`config.mk`:
```
export PLATFORM = sky130hd
export DESIGN_NAME = rng_arbiter
export DESIGN_NICKNAME = d
export VERILOG_FILES = /design/src/rtl/rng_arbiter.sv
export SDC_FILE = /design/constraint.sdc
export NUM_CORES = 1
export LEC_CHECK = 0
export BUFFER_PORTS_ARGS = -buffer_cell sky130_fd_sc_hd__buf_4
export CAP_MARGIN = 40
export CORE_MARGIN = 1.5
export CORE_UTILIZATION = 42
export DETAILED_ROUTE_END_ITERATION = 10
export PLACE_DENSITY = 0.77
export SYNTH_ARGS = -nofsm -noshare
export SYNTH_HDL_FRONTEND = slang
export SYNTH_SLANG_ARGS = --single-unit
```
`constraint.sdc`:
```
create_clock -name clk -period 3.6 [get_ports clk]
set_input_delay 0.18 -clock clk [delete_from_list [all_inputs] [get_ports clk]]
set_output_delay 0.18 -clock clk [all_outputs]
set_load 0.02 [all_outputs]
```
`src/rtl/rng_arbiter.sv`:
```
// rng_arbiter: round-robin front end sharing one random number generator among up to four requesters
module rng_arbiter #(
    parameter int WIDTH = 8,
    parameter int N     = 4
) (
    input  logic               clk,
    input  logic               rst_n,
    input  logic [N-1:0]       req_i,
    input  logic [N*WIDTH-1:0] req_min_i,
    input  logic [N*WIDTH-1:0] req_max_i,
    input  logic [WIDTH-1:0]   rng_num_i,
    output logic [N-1:0]       gnt_o,
    output logic               rsp_valid_o,
    output logic [1:0]         rsp_id_o,
    output logic [WIDTH-1:0]   rsp_data_o,
    output logic               busy_o,
    output logic               rng_en_o,
    output logic [WIDTH-1:0]   rng_min_o,
    output logic [WIDTH-1:0]   rng_max_o
);

    localparam logic [1:0] IDLE = 2'd0;
    localparam logic [1:0] GEN  = 2'd1;
    localparam logic [1:0] CAPT = 2'd2;
    localparam logic [1:0] RESP = 2'd3;

    logic [1:0]       state_q, state_d;
    logic [1:0]       last_id_q, id_q, win, idx;
    logic [3:0]       req_pad;
    logic [WIDTH-1:0] rng_min_q, rng_max_q, rsp_data_q;
    logic [WIDTH-1:0] lo_raw, hi_raw, min_d, hi_sw, max_d;
    logic             grant;

    assign req_pad = 4'(req_i);
    assign grant   = (state_q == IDLE) && |req_i;

    // Round-robin search from one past the last winner; nearest candidate is written last and wins
    always_comb begin
        win = last_id_q;
        idx = '0;
        for (int k = N; k >= 1; k--) begin
            idx = 2'((int'(last_id_q) + k) % N);
            if (req_pad[idx]) win = idx;
        end
    end

    assign lo_raw = req_min_i[int'(win)*WIDTH +: WIDTH];
    assign hi_raw = req_max_i[int'(win)*WIDTH +: WIDTH];

    // Order the winner's bounds and keep the full-range case one short so the generator modulus never wraps to zero
    always_comb begin
        min_d = (hi_raw < lo_raw) ? hi_raw : lo_raw;
        hi_sw = (hi_raw < lo_raw) ? lo_raw : hi_raw;
        max_d = (min_d == '0 && hi_sw == '1) ? ~WIDTH'(1) : hi_sw;
    end

    // Only IDLE waits for a request; the rest of the transaction runs unconditionally
    always_comb begin
        state_d = (state_q == IDLE) ? (|req_i ? GEN : IDLE) :
                  (state_q == GEN)  ? CAPT :
                  (state_q == CAPT) ? RESP : IDLE;
    end

    // State, grant bookkeeping and result capture; reset discards any transaction in flight
    always_ff @(posedge clk or negedge rst_n) begin
        if (!rst_n) begin
            state_q    <= IDLE;
            last_id_q  <= 2'(N - 1);
            id_q       <= '0;
            rng_min_q  <= '0;
            rng_max_q  <= '0;
            rsp_data_q <= '0;
        end else begin
            state_q <= state_d;
            if (grant) begin
                last_id_q <= win;
                id_q      <= win;
                rng_min_q <= min_d;
                rng_max_q <= max_d;
            end
            if (state_q == CAPT) rsp_data_q <= rng_num_i;
        end
    end

    assign gnt_o       = grant ? N'(1) << win : '0;
    assign rng_en_o    = state_q == GEN;
    assign rsp_valid_o = state_q == RESP;
    assign busy_o      = state_q != IDLE;
    assign rsp_id_o    = id_q;
    assign rsp_data_o  = rsp_data_q;
    assign rng_min_o   = rng_min_q;
    assign rng_max_o   = rng_max_q;

endmodule

```
**Word level (Yosys, flattened, before mapping)**

Index checks and enable logic that the tools add are counted.

- Shifts and indexed selects: 3
- Reduce and logical (&&, ||, !) cells: 6
- Add/subtract/negate cells: 4
- Multipliers: 0
- Equal/unequal tests: 4
- Mux-type cells: 20
- Magnitude comparators: 5
- Divide/modulo/power cells: 0
- Bitwise operators: 0

Operator list:

| operator | count |
|---|---|
| 32-bit by 6-bit variable part select with 8-bit output | 2 |
| 8-bit 2-to-1 mux | 3 |
| 2-bit 2-to-1 mux | 7 |
| 2-bit by 3-bit < comparator with 1-bit output, second input constant | 4 |
| 1-bit binary-select mux with 2-bit select | 4 |
| 8-bit equality test, second input constant | 1 |
| 8-bit zero test | 1 |
| 8-bit < comparator | 1 |
| 1-bit 2-to-1 mux | 5 |
| 2-bit by 1-bit adder with 2-bit output, second input constant | 2 |
| 2-bit adder, second input constant | 2 |
| 2-bit equality test, second input constant | 2 |
| 4-bit 2-to-1 mux | 1 |
| 4-bit OR reduction | 1 |
| 1-bit by 2-bit left shift with 4-bit output, first input constant | 1 |
| 2-bit by 1-bit equality test with 1-bit output, second input constant | 1 |
| 1-bit logical AND | 2 |
| 2-bit zero test | 1 |
| 2-bit nonzero test | 1 |

- Bits in writable memories: 0
- Flip-flop bits (word level): 30
- Latch bits: 0
- Output and inout bits: 33
- Word-level logic and storage cells: 48
- ROM bits: 0
- Memories: 0

**Depth between registers and ports, before layout**

Gate-level depths: netlist of the first run.

- Depth after elaboration: 13
- Depth in mapped cells: 17
- Depth with buffers taken out: 14

**Worst setup path after synthesis of the first run**

OpenSTA, ideal clock, no wires.

- Path type: reg-to-reg
- Start: reg last_id_q[1]
- End: reg rng_max_q[1], in the netlist rng_max_o[1]
- Buffers on the path: 3
- Slack: -0.113 ns
- Cell stages (with the launch flop): 17
- Required time: 3.463 ns
- Data arrival time: 3.576 ns
- Cells stage by stage: dfstp_2 > nand2b_1 > a21oi_1 > a31oi_1 > and2_1 > buf_2 > buf_4 > mux2i_1 > inv_1 > ha_1 > a21o_1 > a21o_1 > a221o_1 > nor2_2 > buf_4 > mux2i_1 > a21oi_1

- Cells in the longest elaborated chain, start to end: 13

Ends and longest elaborated chain:

| item | line | source |
|---|---|---|
| start, declared | 28 | `logic [1:0] last_id_q, id_q, win, idx;` |
| start signal, assigned | 68 | `last_id_q <= 2'(N - 1);` |
| start signal, assigned | 76 | `last_id_q <= win;` |
| 2-bit by 1-bit adder with 2-bit output | 42 | `idx = 2'((int'(last_id_q) + k) % N);` |
| 1-bit binary-select mux with 2-bit select | 43 | `if (req_pad[idx]) win = idx;` |
| 1-bit 2-to-1 mux (not written as such) | 43 |  |
| 2-bit 2-to-1 mux (3 in a row) | 43 |  |
| 2-bit 2-to-1 mux * | 43 |  |
| 32-bit by 6-bit variable part select with 8-bit output (on tied branches) | 48, 47 |  |
| 8-bit < comparator | 52, 53 |  |
| 8-bit 2-to-1 mux (on tied branches) | 53, 52 |  |
| 8-bit equality test or 8-bit zero test (tied branches) | 54 | `max_d = (min_d == '0 && hi_sw == '1) ? ~WIDTH'(1) : hi_sw;` |
| 1-bit logical AND | 54 |  |
| 8-bit 2-to-1 mux * | 54 |  |
| end signal, assigned | 79 | `rng_max_q <= max_d;` |
| end, declared | 30 | `logic [WIDTH-1:0] rng_min_q, rng_max_q, rsp_data_q;` |

Every way passes the cells marked *; elsewhere a longest branch is shown, timed or not. The select of a mux whose other input is x is not followed.
A chain may end at the register's enable or synchronous reset.

**Worst setup path after layout of the first run**

- Start: reg last_id_q[1]
- End: reg rng_min_q[1], in the netlist rng_min_o[1]

- Cells in the longest elaborated chain, start to end: 10

Ends and longest elaborated chain:

| item | line | source |
|---|---|---|
| 2-bit by 1-bit adder with 2-bit output | 42 |  |
| 1-bit binary-select mux with 2-bit select | 43 |  |
| 1-bit 2-to-1 mux (not written as such) | 43 |  |
| 2-bit 2-to-1 mux (3 in a row) | 43 |  |
| 2-bit 2-to-1 mux * | 43 |  |
| 32-bit by 6-bit variable part select with 8-bit output (on tied branches) | 48, 47 |  |
| 8-bit < comparator | 52 | `min_d = (hi_raw < lo_raw) ? hi_raw : lo_raw;` |
| 8-bit 2-to-1 mux * | 52 |  |
| end signal, assigned | 78 | `rng_min_q <= min_d;` |
| end, declared | 30 |  |

Marked as above.

==> metrics, run 1 <==
status complete, no violations; first-pass GRT wire length 8830 microns; Setup-failing EPs final 0; DR pass1 iterations 4; final hold slack 130 ps; Mapped Nets 311; vias in the first global route 1,991; Final ANT Viol Nets 0; Arrival @ worst endpoint 3620 ps; syn_area_per_cell 9.98 sq um; Num CTS Buffers 5; Worst path most repeated cell a21o_1; pre-CTS setup slack -6.82 ps; Setup crit start kind flop; CP max-delay cell dfstp_2; RSZ-0062 raised after global routing true; sequential fraction of the synthesis area 34.2%; Root Buffer clkbuf_8; Slew Viols, Final 0; dominant cell type by area after synthesis dfrtp_1; #FFs+latches synth 30; Min-Delay Path Class input pin to flop; n_diodes 0; initial antenna violation count 0; layout cells sized above 1 51.9%; Setup crit end kind flop; CTS tree done; Max Used Layer met4; buffering stage count on the worst path with inverters included 4; core outline area 5070 sq um; met2 routed WL 3630 microns; post-route setup slack 122 ps; final WL 7050 microns; All-Layer GR Usage 20.6%; critical path's top delay family compound AO/OA/AOI/OAI gates; I/O Pins 111; Maximum Capacitance Violations 0; Die Height 75.5 microns; slowest cell delay on critical path 560 ps; Routed WL per cell 16.3 microns; Tcrit/Tclk final 96.6%; drt drc 0; Clock transition at path regs 70 ps; Layout area overhead 67.1%; wl on met1 2770 microns; most frequent cells in the layout buf_4 (134), mux2i_1 (46), dfrtp_1 (28), nor2_1 (24), a21oi_1 (16); Initial Utilization 43.4%; GP Congestion 0.876; Leak 1.86 nW; H-tree depth 2; Synth Cell Area 2200 sq um; DP HPWL 4730 microns; Worst IR Drop VDD 0.587 mV; DP Cell Count 408; Critical Path RT 3740 ps; Slew @ Worst Pin 465 ps; headroom to the max-slew limit 68.7%; I/O Buffers 110; CP max FO 7; Hold Fails Final Rpt 0; Final Power 4.00 mW; Post-Synthesis Cells 221; Synthesis Warnings 0; full die area 5690 sq um; Worst-Skew Late Latency 280 ps; Fmax 288 MHz; clock sinks 30; Power Dens Cells 1090 nW/um^2; crit-path cells buf_6 > nand2b_4 > a21oi_2 > a31oi_1 > and2_4 > buf_12 > mux2i_4 > inv_2 > ha_4 > a21o_1 > a21o_1 > a221o_1 > nor2_4 > clkbuf_16 > mux2i_1 > a21oi_1; DR WL met3 512 microns; type of the worst setup path flop to flop; Bufs on Longest Clock Path 2; Final min period 3480 ps; row count 26; Via density 5.22; Initial DRC Count 64; top cells by area, synth dfrtp_1 (32%), mux2i_1 (27%), ha_1 (6.8%); via count 2,255; skew final 7.96 ps; Yosys top cell area share 31.8%; non-filler cells, final 432; Yosys cell types 34; Chip Width 75.5 microns; largest net degree at the start of global routing 35; Layout Nets 451; commonest non-fill, non-tap cell in the layout buf_4; GRT Residual Overflow 0
-- synth_stat cells (all sizes together) --
cell type  count
nor3           3
nor4           4
buf            7
a221o          2
nand2          6
a211o          1
nand2b         5
and2           1
o21a           2
and3b          1
mux2          11
mux2i         59
clkbuf         4
nor2          26
o21bai         1
a21o           3
ha            12
nand3          1
o21ai          3
nand4b         2
dfstp          2
or3            1
or4            2
a21oi         17
inv           11
or4b           1
nand4          2
or4bb          1
dfrtp         28
a31oi          2
-- cells by family after synthesis --
family	count (synthesis)	synth area share, %
muxes	70	32.4
and+or+nand+nor	56	13.1
AOI/OAI and AO/OA	31	8.46
DFF	30	34.2
buffers and inverters	22	5.05
adders and majority gates	12	6.81
-- layer usage --
metal | vias up | global-route usage [%]
met2 | 95 | 35.4
met3 | 14 | 5.03
met4 | 0 | 7.34
met1 | 1063 | 25.1
li1 | 1083 | -
met5 | - | 0
-- area by class of cell --
cell class / count / area [sq um]
clock buffers: 6 / 82.6
clock inverters: 2 / 60.1
fillers: 384 / 1390
inverters: 11 / 41.3
multi-input cells: 171 / 1520
flip-flops and latches: 30 / 753
well taps: 70 / 87.6
repair buffers: 142 / 1140
-- registers in the layout, summed over array words and instances, names as in the netlist --
name,cells
rsp_id_o,2
state_q,2
rsp_data_o,8
rng_max_o,8
rng_min_o,8
last_id_q,2
-- final timing paths --
check / from / endpoint / slack [ps] / depth (start not counted)
hold reg to reg: rsp_id_o[1] / rsp_id_o[1] / 500 / 1
setup reg to reg: last_id_q[1] / rng_min_o[1] / 120 / 16
setup / recovery: last_id_q[1] / rng_min_o[1] / 120 / 16
hold / removal: rng_num_i[7] / rsp_data_o[7] / 130 / 2
max in group asynchronous: rst_n / last_id_q[0] / 2910 / 2
min in group asynchronous: rst_n / rsp_id_o[1] / 370 / 2
-- where the power goes --
| part | total (mW) | internal, mW | switching (mW) | leakage (nW) |
|---|---|---|---|---|
| combinational | 2.96 | 1.52 | 1.43 | 1.45 |
| sequential | 0.628 | 0.525 | 0.103 | 0.338 |
| clock | 0.421 | 0.295 | 0.126 | 0.0714 |
-- through the flow --
step / cell area [sq um] / setup TNS, ps / util (%)
detailed placement: 3220 / -6.82 / 63.5
finish: 3680 / 0 / 72.6
floorplan: 2210 / 0 / -
global placement: 3220 / 0 / 63.5
global route: 3680 / -15.8 / 72.6
CTS: 3380 / 0 / 66.6
-- what timing repair did --
| action | CTS | global route |
|---|---|---|
| endpoints found under the hold margin | 28 | 0 |
| cloned | 0 | 4 |
| pin swaps | 0 | 10 |
| hold buffers | 1 | 0 |
| resized for setup | 1 | 31 |
| buffers inserted | 0 | 11 |
| endpoints found under the setup margin | 4 | 14 |
-- worst register-to-register path, delay by kind of cell, from the launching register on --
kind	cells	cell delay, ps
and+or+nand+nor	3	580
DFF	1	560
muxes	2	460
buffers and inverters	4	530
adders and majority gates	1	240
AOI/OAI and AO/OA	6	990
No activity file was read; power rests on OpenSTA's default activity.
==> run 2: changes to the inputs <==
- ABC_AREA: not set -> 1
- CORE_UTILIZATION: 42 -> 43
==> metrics, run 2 <==
Die Height 78.1 microns (+3.5%); Root Buffer clkbuf_8; CP max FO 7 (unchanged); via count 2,826 (+25%); DR pass1 iterations 4 (unchanged); Final ANT Viol Nets 0 (unchanged); Layout area overhead 71.9%; Initial DRC Count 81 (+27%); largest net degree at the start of global routing 31 (-11%); slowest cell delay on critical path 630 ps (+70 ps); predominant post-synthesis flop cell dfrtp_1; top cells by area, synth dfrtp_1 (29%), nand2_1 (15%), ha_1 (6.2%); type of the worst setup path flop to flop; Num CTS Buffers 5 (unchanged); clock sinks 30 (unchanged); Maximum Capacitance Violations 0 (unchanged); CP max-delay cell dfstp_2; Worst-Skew Late Latency 270 ps (about the same); Synthesis Warnings 0 (unchanged); layout cells sized above 1 54.8% (+2.9 points); I/O Pins 111 (unchanged); Fmax 275 MHz (-4.3%); most frequent cell after synthesis nand2_1; CTS tree done; non-filler cells, final 561 (+30%); Clock transition at path regs 60 ps (about the same); All-Layer GR Usage 22.8% (+2.2 points); skew final 1.73 ps (-6.23 ps); Routed WL per cell 13.8 microns (-15%); Post-DP Area 3440 sq um (+7.0%); critical path's top delay family simple AND/OR/NAND/NOR gates; DP Cell Count 530 (+30%); Synth Cell Area 2420 sq um (+9.9%); asr flop ratio synth 100% (unchanged); #FFs+latches synth 30 (unchanged); RSZ-0062 raised after global routing true; commonest non-fill, non-tap cell in the layout buf_4; Layout Nets 578 (+28%); Final Instance Area 4170 sq um (+13%); EDFF count, synth 0 (unchanged); sequential fraction of the synthesis area 31.1% (-3.1 points); Tcrit/Tclk final 101% (+4.4 points); vias in the first global route 2,722 (+37%); most frequent cells in the layout buf_4 (143), nand2_1 (75), nor2_1 (35), inv_1 (28), dfrtp_1 (28); final WL 7760 microns (+10%); headroom to the max-slew limit 65.8% (-3.0 points); initial antenna violation count 0 (unchanged); failing checks setup timing; Setup crit start kind flop; GRT Residual Overflow 0 (unchanged); Arrival @ worst endpoint 3800 ps (+180 ps); Yosys top cell area share 28.9% (-2.9 points); syn_area_per_cell 7.17 sq um (-28%); n_diodes 0 (unchanged); core outline area 5470 sq um (+7.8%); Hold Fails Final Rpt 0 (unchanged); I/O Buffers 110 (unchanged); post-route setup slack -35.5 ps (-157 ps); Slew @ Worst Pin 513 ps (+48.1 ps); Mapped Nets 428 (+38%); full die area 6100 sq um (+7.1%); Worst path most repeated cell nand2_1; Yosys cell types 34 (unchanged); Setup crit end kind flop; status complete, but fails checks; dominant cell type by area after synthesis dfrtp_1; GP Congestion 0.946 (+8.0%); Setup-failing EPs final 1 (+1); Slew Viols, Final 0 (unchanged); buffering stage count on the worst path with inverters included 5 (+1); Via density 5.04 (-3.5%); Critical Path RT 3760 ps (+20 ps); Initial Utilization 44.3% (+0.84 points); Bufs on Longest Clock Path 2 (unchanged); row count 27 (+3.8%); Min-Delay Path Class input pin to flop; Chip Width 78.1 microns (+3.5%); DP HPWL 5450 microns (+15%); drt drc 0 (unchanged); first-pass GRT wire length 11,400 microns (+29%); Final min period 3640 ps (+157 ps); H-tree depth 2 (unchanged); top post-synthesis cells by count nand2_1 (100), inv_1 (38), nor2_1 (38), dfrtp_1 (28), nand3_1 (18); Post-Synthesis Cells 338 (+53%)
run 2: final timing paths:
check,start,to,slack [ps],cells after the start
min in group asynchronous,rst_n,rsp_data_o[4],370,2
max,last_id_q[0],rng_max_o[0],-40,28
min reg2reg,rng_max_o[0],rng_max_o[0],490,2
max in group asynchronous,rst_n,last_id_q[0],2920,2
min,rng_num_i[0],rsp_data_o[0],140,2
max reg2reg,last_id_q[0],rng_max_o[0],-40,28
run 2: final cells by class:
cell class                      instances  area (sq um)
Clock buffer                            7          86.3
Clock inverter                          1          5.00
Fill cell                             372          1310
Inverter                               42           179
Multi-Input combinational cell        259          1880
Sequential cell                        30           753
Tap cell                               72          90.1
Timing Repair Buffer                  150          1180
run 2: through the flow:
step                worst slack (ps)  hold WS, ps  setup TNS, ps  util (%)
floorplan                       66.6         -116              0         -
global placement               -39.0          124          -39.0      62.9
detailed placement              -191          122           -191      62.9
CTS                             5.56          131              0      66.9
global route                    -258          128           -258      76.1
finish                         -35.5          137          -35.5      76.1
run 2: timing repair:
action,4_1_cts,5_1_grt
setup endpoints to repair,1,8
cloned,2,1
hold buffers,1,0
setup buffers,5,15
pin swaps,6,46
hold endpoints to repair,28,0
resized for setup,19,81
run 2: layer usage:
| layer | GRT usage [%] | vias up | part of all wire [%] | routed length [microns] |
|---|---|---|---|---|
| li1 | - | 1391 | - | - |
| met1 | 26.8 | 1317 | 40 | 3080 |
| met2 | 43.0 | 101 | 53 | 4140 |
| met3 | 3.72 | 17 | 5.1 | 397 |
| met4 | 5.71 | 0 | 1.9 | 146 |
| met5 | 0 | - | 0 | 0 |
run 2: logic make-up (layout without fill, tap and decap cells):
kind of cell,Yosys count,in the layout,share of synthesized area [%]
compound gates,43,43,11.0
fa+ha+maj,12,12,6.19
buf+inv,51,200,8.88
flops,30,30,31.1
mux,8,8,3.72
simple gates,194,196,39.1
Power of run 2 is left out: the tool's default activity adds up to more than one toggle a clock period on the data nets, which glitch-free logic cannot reach.
